--- src/rtl/alien_pkg.sv ---
// Shared formation geometry, state encoding and cell indexing for the alien hit tracker.
package alien_pkg;

  localparam int ROWS        = 5;
  localparam int COLS        = 11;
  localparam int CELL_W_LOG2 = 5;
  localparam int CELL_H_LOG2 = 5;

  typedef logic [ROWS*COLS-1:0] alive_mask_t;

  typedef enum logic [1:0] {
    SCAN    = 2'd0,
    LATCHED = 2'd1,
    COMMIT  = 2'd2
  } hit_state_t;

  function automatic int unsigned cell_idx(input int unsigned row, input int unsigned col,
                                           input int unsigned cols = COLS);
    return row * cols + col;
  endfunction

endpackage

--- src/rtl/frame_edge_sync.sv ---
// Brings the asynchronous frame strobe into the Clk domain and emits a one-cycle rising-edge pulse.
module frame_edge_sync (
  input  logic i_clk,
  input  logic i_reset,
  input  logic i_async,
  output logic o_rise
);

  logic r_sync1;
  logic r_sync2;
  logic r_edge_q;

  always_ff @(posedge i_clk) begin
    if (i_reset) begin
      r_sync1  <= 1'b0;
      r_sync2  <= 1'b0;
      r_edge_q <= 1'b0;
    end else begin
      r_sync1  <= i_async;
      r_sync2  <= r_sync1;
      r_edge_q <= r_sync2;
    end
  end

  assign o_rise = r_sync2 & ~r_edge_q;

endmodule

--- src/rtl/alien_hit_tracker.sv ---
// Finds the first alien/missile overlap of each frame, maps it to a formation cell and
// retires that alien on the following frame edge.
module alien_hit_tracker
  import alien_pkg::*;
#(
  parameter int ROWS        = alien_pkg::ROWS,
  parameter int COLS        = alien_pkg::COLS,
  parameter int CELL_W_LOG2 = alien_pkg::CELL_W_LOG2,
  parameter int CELL_H_LOG2 = alien_pkg::CELL_H_LOG2
) (
  input  logic                 Clk,
  input  logic                 Reset,
  input  logic                 frame_clk,
  input  logic [9:0]           DrawX,
  input  logic [9:0]           DrawY,
  input  logic                 is_alien,
  input  logic                 is_missile,
  input  logic [9:0]           grid_x,
  input  logic [9:0]           grid_y,
  input  logic                 new_wave,
  output logic [ROWS*COLS-1:0] alive_mask,
  output logic                 hit_valid,
  output logic [2:0]           hit_row,
  output logic [3:0]           hit_col,
  output logic                 all_dead
);

  localparam int             N     = ROWS * COLS;
  localparam logic [10:0]    W_LIM = 11'(COLS << CELL_W_LOG2);
  localparam logic [10:0]    H_LIM = 11'(ROWS << CELL_H_LOG2);
  localparam logic [N-1:0]   ONE   = N'(1);

  logic          w_frame_edge;
  logic [10:0]   w_ox;
  logic [10:0]   w_oy;
  logic [3:0]    w_col;
  logic [2:0]    w_row;
  logic          w_in_grid;
  logic [N-1:0]  w_cell_bit;
  logic [N-1:0]  w_pend_bit;
  logic          w_overlap;

  hit_state_t    r_state;
  logic [N-1:0]  r_alive;
  logic [2:0]    r_pend_row;
  logic [3:0]    r_pend_col;
  logic          r_hit_valid;
  logic [2:0]    r_hit_row;
  logic [3:0]    r_hit_col;
  logic          r_all_dead;

  frame_edge_sync u_frame_edge_sync (
    .i_clk   (Clk),
    .i_reset (Reset),
    .i_async (frame_clk),
    .o_rise  (w_frame_edge)
  );

  // Bit 10 of each offset is the borrow, i.e. the pixel lies left of / above the grid.
  assign w_ox      = {1'b0, DrawX} - {1'b0, grid_x};
  assign w_oy      = {1'b0, DrawY} - {1'b0, grid_y};
  assign w_col     = 4'(w_ox >> CELL_W_LOG2);
  assign w_row     = 3'(w_oy >> CELL_H_LOG2);
  assign w_in_grid = !w_ox[10] && !w_oy[10] && (w_ox < W_LIM) && (w_oy < H_LIM);

  assign w_cell_bit = ONE << cell_idx(32'(w_row), 32'(w_col), COLS);
  assign w_pend_bit = ONE << cell_idx(32'(r_pend_row), 32'(r_pend_col), COLS);
  assign w_overlap  = is_alien && is_missile && w_in_grid && (|(r_alive & w_cell_bit));

  always_ff @(posedge Clk) begin
    if (Reset) begin
      r_state     <= SCAN;
      r_alive     <= '1;
      r_pend_row  <= 3'd0;
      r_pend_col  <= 4'd0;
      r_hit_valid <= 1'b0;
      r_hit_row   <= 3'd0;
      r_hit_col   <= 4'd0;
      r_all_dead  <= 1'b0;
    end else begin
      r_hit_valid <= 1'b0;
      r_all_dead  <= (r_alive == '0);
      if (new_wave) begin
        r_alive <= '1;
        r_state <= SCAN;
      end else begin
        case (r_state)
          // An overlap arriving with the frame edge belongs to a frame that has already ended.
          SCAN: begin
            if (!w_frame_edge && w_overlap) begin
              r_pend_row <= w_row;
              r_pend_col <= w_col;
              r_state    <= LATCHED;
            end
          end
          LATCHED: begin
            if (w_frame_edge) begin
              r_state <= COMMIT;
            end
          end
          COMMIT: begin
            r_alive     <= r_alive & ~w_pend_bit;
            r_hit_row   <= r_pend_row;
            r_hit_col   <= r_pend_col;
            r_hit_valid <= 1'b1;
            r_state     <= SCAN;
          end
          default: r_state <= SCAN;
        endcase
      end
    end
  end

  assign alive_mask = r_alive;
  assign hit_valid  = r_hit_valid;
  assign hit_row    = r_hit_row;
  assign hit_col    = r_hit_col;
  assign all_dead   = r_all_dead;

endmodule
--- config.mk ---
export PLATFORM = sky130hd
export DESIGN_NAME = alien_hit_tracker
export DESIGN_NICKNAME = d
export VERILOG_FILES = /design/src/rtl/alien_pkg.sv /design/src/rtl/frame_edge_sync.sv /design/src/rtl/alien_hit_tracker.sv
export SDC_FILE = /design/constraint.sdc
export NUM_CORES = 1
export LEC_CHECK = 0
export BUFFER_PORTS_ARGS = -buffer_cell sky130_fd_sc_hd__clkbuf_2
export CAP_MARGIN = 20
export CORE_ASPECT_RATIO = 1.5
export CORE_UTILIZATION = 40
export CTS_CLUSTER_DIAMETER = 30
export DETAILED_ROUTE_END_ITERATION = 12
export GPL_TIMING_DRIVEN = 0
export PLACE_DENSITY_LB_ADDON = 0.25
export SKIP_CTS_REPAIR_TIMING = 1
export SLEW_MARGIN = 15
export SYNTH_ARGS = -nofsm -noshare
export SYNTH_HDL_FRONTEND = slang
export SYNTH_SLANG_ARGS = --single-unit
--- constraint.sdc ---
create_clock -name Clk -period 18.6 [get_ports Clk]
set_clock_uncertainty 0.2 [all_clocks]
set_input_delay 3.72 -clock Clk [delete_from_list [all_inputs] [get_ports Clk]]
set_output_delay 3.72 -clock Clk [all_outputs]
set_load 0.03 [all_outputs]
==> flow_metrics.py <==
metrics = {
    "status": {
        "status": "finished clean",
    },
    "critical_path": {
        "slowest_stage": "o31ai_1",
        "cp-end-kind": "register",
        "rrSetupSlack_ns": 15.10,
        "timing.rr.end": "alive_mask[3]$_SDFFE_PP1P_",
        "crit_path_max_incr_delay_ns": 0.72,
        "critPathKind": "in -> reg",
        "cp-startpoint": "grid_y[4]",
        "cp.required_ns": 18.62,
        "cp_data_arrival_time_ns": 9.55,
        "cp-start-kind": "primary input",
        "critPathCapture": "r_pend_col[2]$_SDFFE_PP0P_",
        "r2r_cells": 12,
        "path_cells": "clkbuf_2, inv_1, ha_1, o211ai_1, o31ai_1, xnor2_1, inv_1, xnor2_1, fa_1, fa_1, clkbuf_1, clkbuf_1, clkbuf_1, nand4_1, a31o_2, o32ai_1, nor4_2, nor4_4, mux2_2",
        "rr_startpoint": "r_pend_row[1]$_SDFFE_PP0P_",
        "cpMostUsedCell": "clkbuf_1",
        "cp_max_fo": 10,
    },
    "sta": {
        "finalMaxSlewViolations": 0,
        "rsz0062_at_grt": "false",
        "worstMarginPinSlew_ns": 0.9342,
        "fin_tns_setup_ns": 0,
        "fin_crit_ns": 9.531,
        "final_hold_viol_count": 0,
        "maxSlewHeadroom_pct": 37.27,
        "finalCritPeriodShare_pct": 51.24,
        "finalSetupViolations": 0,
        "fmax_ghz": 0.1049,
    },
    "placement": {
        "gp_congestion": 0.9124,
        "postPlaceCellArea_sq_um": 5429,
        "dp_hpwl_um": 11530,
        "portBuffers": 108,
    },
    "synth": {
        "synthesis.instances": 570,
        "syn_area_sq_um": 4701,
        "synth.distinct_cells": 65,
        "seq_area_frac_synth_pct": 32.37,
        "synth_edf_count": 0,
        "async_flop_share_pct": 0,
        "syn_nets": 661,
        "syn_avg_cell_area_sq_um": 8.247,
        "synth-seq-cells": 76,
        "synth_flop_cell": "dfxtp_1",
        "yosysWarningCount": 0,
    },
    "clock_network": {
        "root_buffer": "clkbuf_16",
        "path_clk_slew_ns": 0.06,
        "clock_path_buffers": 2,
        "cts_buffers": 9,
        "clock_latency_ns": 0.34,
        "cts.sinks": 76,
        "h-tree-depth": 3,
        "cts_tree": "yes",
    },
    "routing": {
        "drc": 0,
        "viasPerCell": 5.470,
        "first_pass_iters": 5,
        "wl_um": 14530,
        "routedWlPerCell_um": 17.22,
        "postRouteAntennaNets": 0,
        "drt-initial-drc-count": 165,
        "num_vias": 4617,
    },
    "layout": {
        "nets": 780,
        "fin_area_sq_um": 5698,
        "drive_above_1_share_pct": 20.75,
        "syn_to_final_growth_pct": 21.21,
        "diodes": 0,
    },
    "run": {
        "max_cap_viol_count": 0,
    },
    "pwr": {
        "p_seq_share_pct": 23.1,
        "p_leak_nw": 2.422,
        "ir_worst_vdd_v": 0.00007538,
        "p_switching_w": 0.0003068,
        "intPower_w": 0.0004009,
        "p_sw_share_pct": 43.35,
        "combPwrFrac_pct": 54.3,
        "p_clk_share_pct": 22.6,
        "p_per_area_nw_per_um2": 124.2,
    },
    "global_routing": {
        "grt_pass1_vias": 4523,
        "grt-ovfl-total": 0,
        "use_met3_pct": 3.322,
        "grt_max_degree": 14,
        "antenna_found_initial": 0,
        "grtUsageMet2_pct": 43.81,
        "grt_pass1_wl_um": 23260,
        "grt_util_all_layers_pct": 24.39,
        "busiest_layer": "met2",
        "grt_use_met1_pct": 27.15,
    },
    "floorplanning": {
        "die_area_sq_um": 12200,
        "start_util_pct": 40.98,
        "ios": 110,
        "core_area_sq_um": 11470,
        "die_h_um": 134.8,
        "rows": 48,
        "die_w_um": 90.52,
    },
    "hold_path": {
        "hold_path_class": "reg -> reg",
    },
}
==> through the flow <==
step	total power (W)	utilization [%]	worst slack, ns	hold WS [ns]	instances
finish	0.0007077	49.67	9.069	0.2640	844
global route	0.0007518	49.67	8.735	0.2832	844
CTS	0.0007046	49.67	9.084	0.2637	844
detailed placement	0.0005438	47.33	8.760	0.2444	828
global placement	0.0005417	47.33	8.793	0.2360	828
floorplan	0.0004527	-	9.824	0.2138	570
==> sequential cells by signal, indices dropped and copies added (netlist names), 2 cells and up <==
name	count
r_pend_row	3
alive_mask	55
r_state	2
r_pend_col	4
hit_col	4
hit_row	3
==> worst min path at each step <==
stage          slack [ns]                              endpoint  cells after the start                                  from
2_1_floorplan        0.21  u_frame_edge_sync.r_sync2$_SDFF_PP0_                      1  u_frame_edge_sync.r_sync1$_SDFF_PP0_
3_3_place_gp         0.24  u_frame_edge_sync.r_sync2$_SDFF_PP0_                      1  u_frame_edge_sync.r_sync1$_SDFF_PP0_
3_5_place_dp         0.24  u_frame_edge_sync.r_sync2$_SDFF_PP0_                      1  u_frame_edge_sync.r_sync1$_SDFF_PP0_
4_1_cts              0.26  u_frame_edge_sync.r_sync2$_SDFF_PP0_                      1  u_frame_edge_sync.r_sync1$_SDFF_PP0_
5_1_grt              0.28  u_frame_edge_sync.r_sync2$_SDFF_PP0_                      1  u_frame_edge_sync.r_sync1$_SDFF_PP0_
6_report             0.26  u_frame_edge_sync.r_sync2$_SDFF_PP0_                      1  u_frame_edge_sync.r_sync1$_SDFF_PP0_
==> power by group through the flow <==
stage	logic [W]	registers, W	clock network (W)
floorplan	0.000286	0.000167	0
CTS	0.000380	0.000163	0.000161
finish	0.000385	0.000163	0.000160
global route	0.000420	0.000163	0.000169
global placement	0.000375	0.000167	0
detailed placement	0.000377	0.000167	0
==> cell usage after synthesis (3+ instances only) <==
| library cell | count | area [sq um] |
|---|---|---|
| a211oi_1 | 3 | 22.52 |
| a21o_1 | 4 | 30.03 |
| a21oi_1 | 22 | 110.1 |
| a31oi_1 | 4 | 25.02 |
| and3_1 | 3 | 18.77 |
| clkbuf_1 | 18 | 67.56 |
| dfxtp_1 | 76 | 1521 |
| fa_1 | 6 | 120.1 |
| ha_1 | 39 | 488.0 |
| inv_1 | 39 | 146.4 |
| mux2_2 | 7 | 78.83 |
| mux2i_1 | 14 | 140.1 |
| mux4_2 | 3 | 67.56 |
| nand2_1 | 85 | 319.1 |
| nand2b_1 | 13 | 81.33 |
| nand3_1 | 9 | 45.04 |
| nand3b_1 | 7 | 52.55 |
| nand4_1 | 7 | 43.79 |
| nor2_1 | 37 | 138.9 |
| nor2b_1 | 17 | 106.4 |
| nor3_1 | 6 | 30.03 |
| nor3b_1 | 4 | 30.03 |
| nor4_1 | 15 | 93.84 |
| o211ai_1 | 3 | 22.52 |
| o21ai_0 | 60 | 300.3 |
| or2_2 | 3 | 18.77 |
| or3_1 | 4 | 25.02 |
| xnor2_1 | 12 | 105.1 |
| xor2_1 | 4 | 35.03 |
==> metal layers <==
| metal | part of all wire [%] | wire, um | vias up |
|---|---|---|---|
| met3 | 5.5 | 795 | 44 |
| met5 | 0 | 0 | - |
| met4 | 5.7 | 828 | 0 |
| met1 | 39 | 5657 | 2139 |
| li1 | - | - | 2246 |
| met2 | 50 | 7251 | 188 |
==> critical path, delay by kind of cell <==
kind	cells	cell delay (ns)
AOI/OAI and AO/OA	4	1.23
and+or+nand+nor	3	0.87
buffers and inverters	6	1.46
adders and majority gates	3	1.34
muxes	1	0.40
xor gates and xnor gates	2	0.52
==> logic make-up after synthesis <==
logic type	count (synthesis)	share of synthesized area (%)
buffers and inverters	61	4.924
AND/OR/NAND/NOR	223	24.11
flip-flops	76	32.37
adder cells (fa/ha/maj)	45	12.94
AO/OA/AOI/OAI	125	16.58
multiplexers	24	6.095
XOR/XNOR	16	2.981
==> final cells by class <==
class	count	area, sq um
well taps	150	187.7
inverters	39	146.4
plain buffers	22	85.08
flip-flops and latches	76	1521
fillers	1139	5773
repair buffers	108	540.5
clock buffers	11	232.7
clock inverters	5	36.28
multi-input cells	433	2948
==> cells in the final DEF (no fill, tap or decap), types with 3 or more instances in the layout <==
master	count
fa_1	6
nor3_1	6
a211oi_1	3
mux2i_1	14
mux4_2	3
or2_2	3
nor3b_1	4
clkbuf_1	20
nand3b_1	7
dfxtp_1	76
ha_1	39
a21o_1	4
a21oi_1	22
nand4_1	7
clkbuf_2	108
o211ai_1	3
o21ai_0	60
mux2_2	7
xnor2_1	12
clkinvlp_4	3
clkbuf_16	9
nand2_1	85
nor4_1	15
nor2_1	37
a31oi_1	4
and3_1	3
xor2_1	4
nor2b_1	17
or3_1	4
inv_1	39
nand2b_1	13
nand3_1	9
Power figures use the tool's default switching activity.
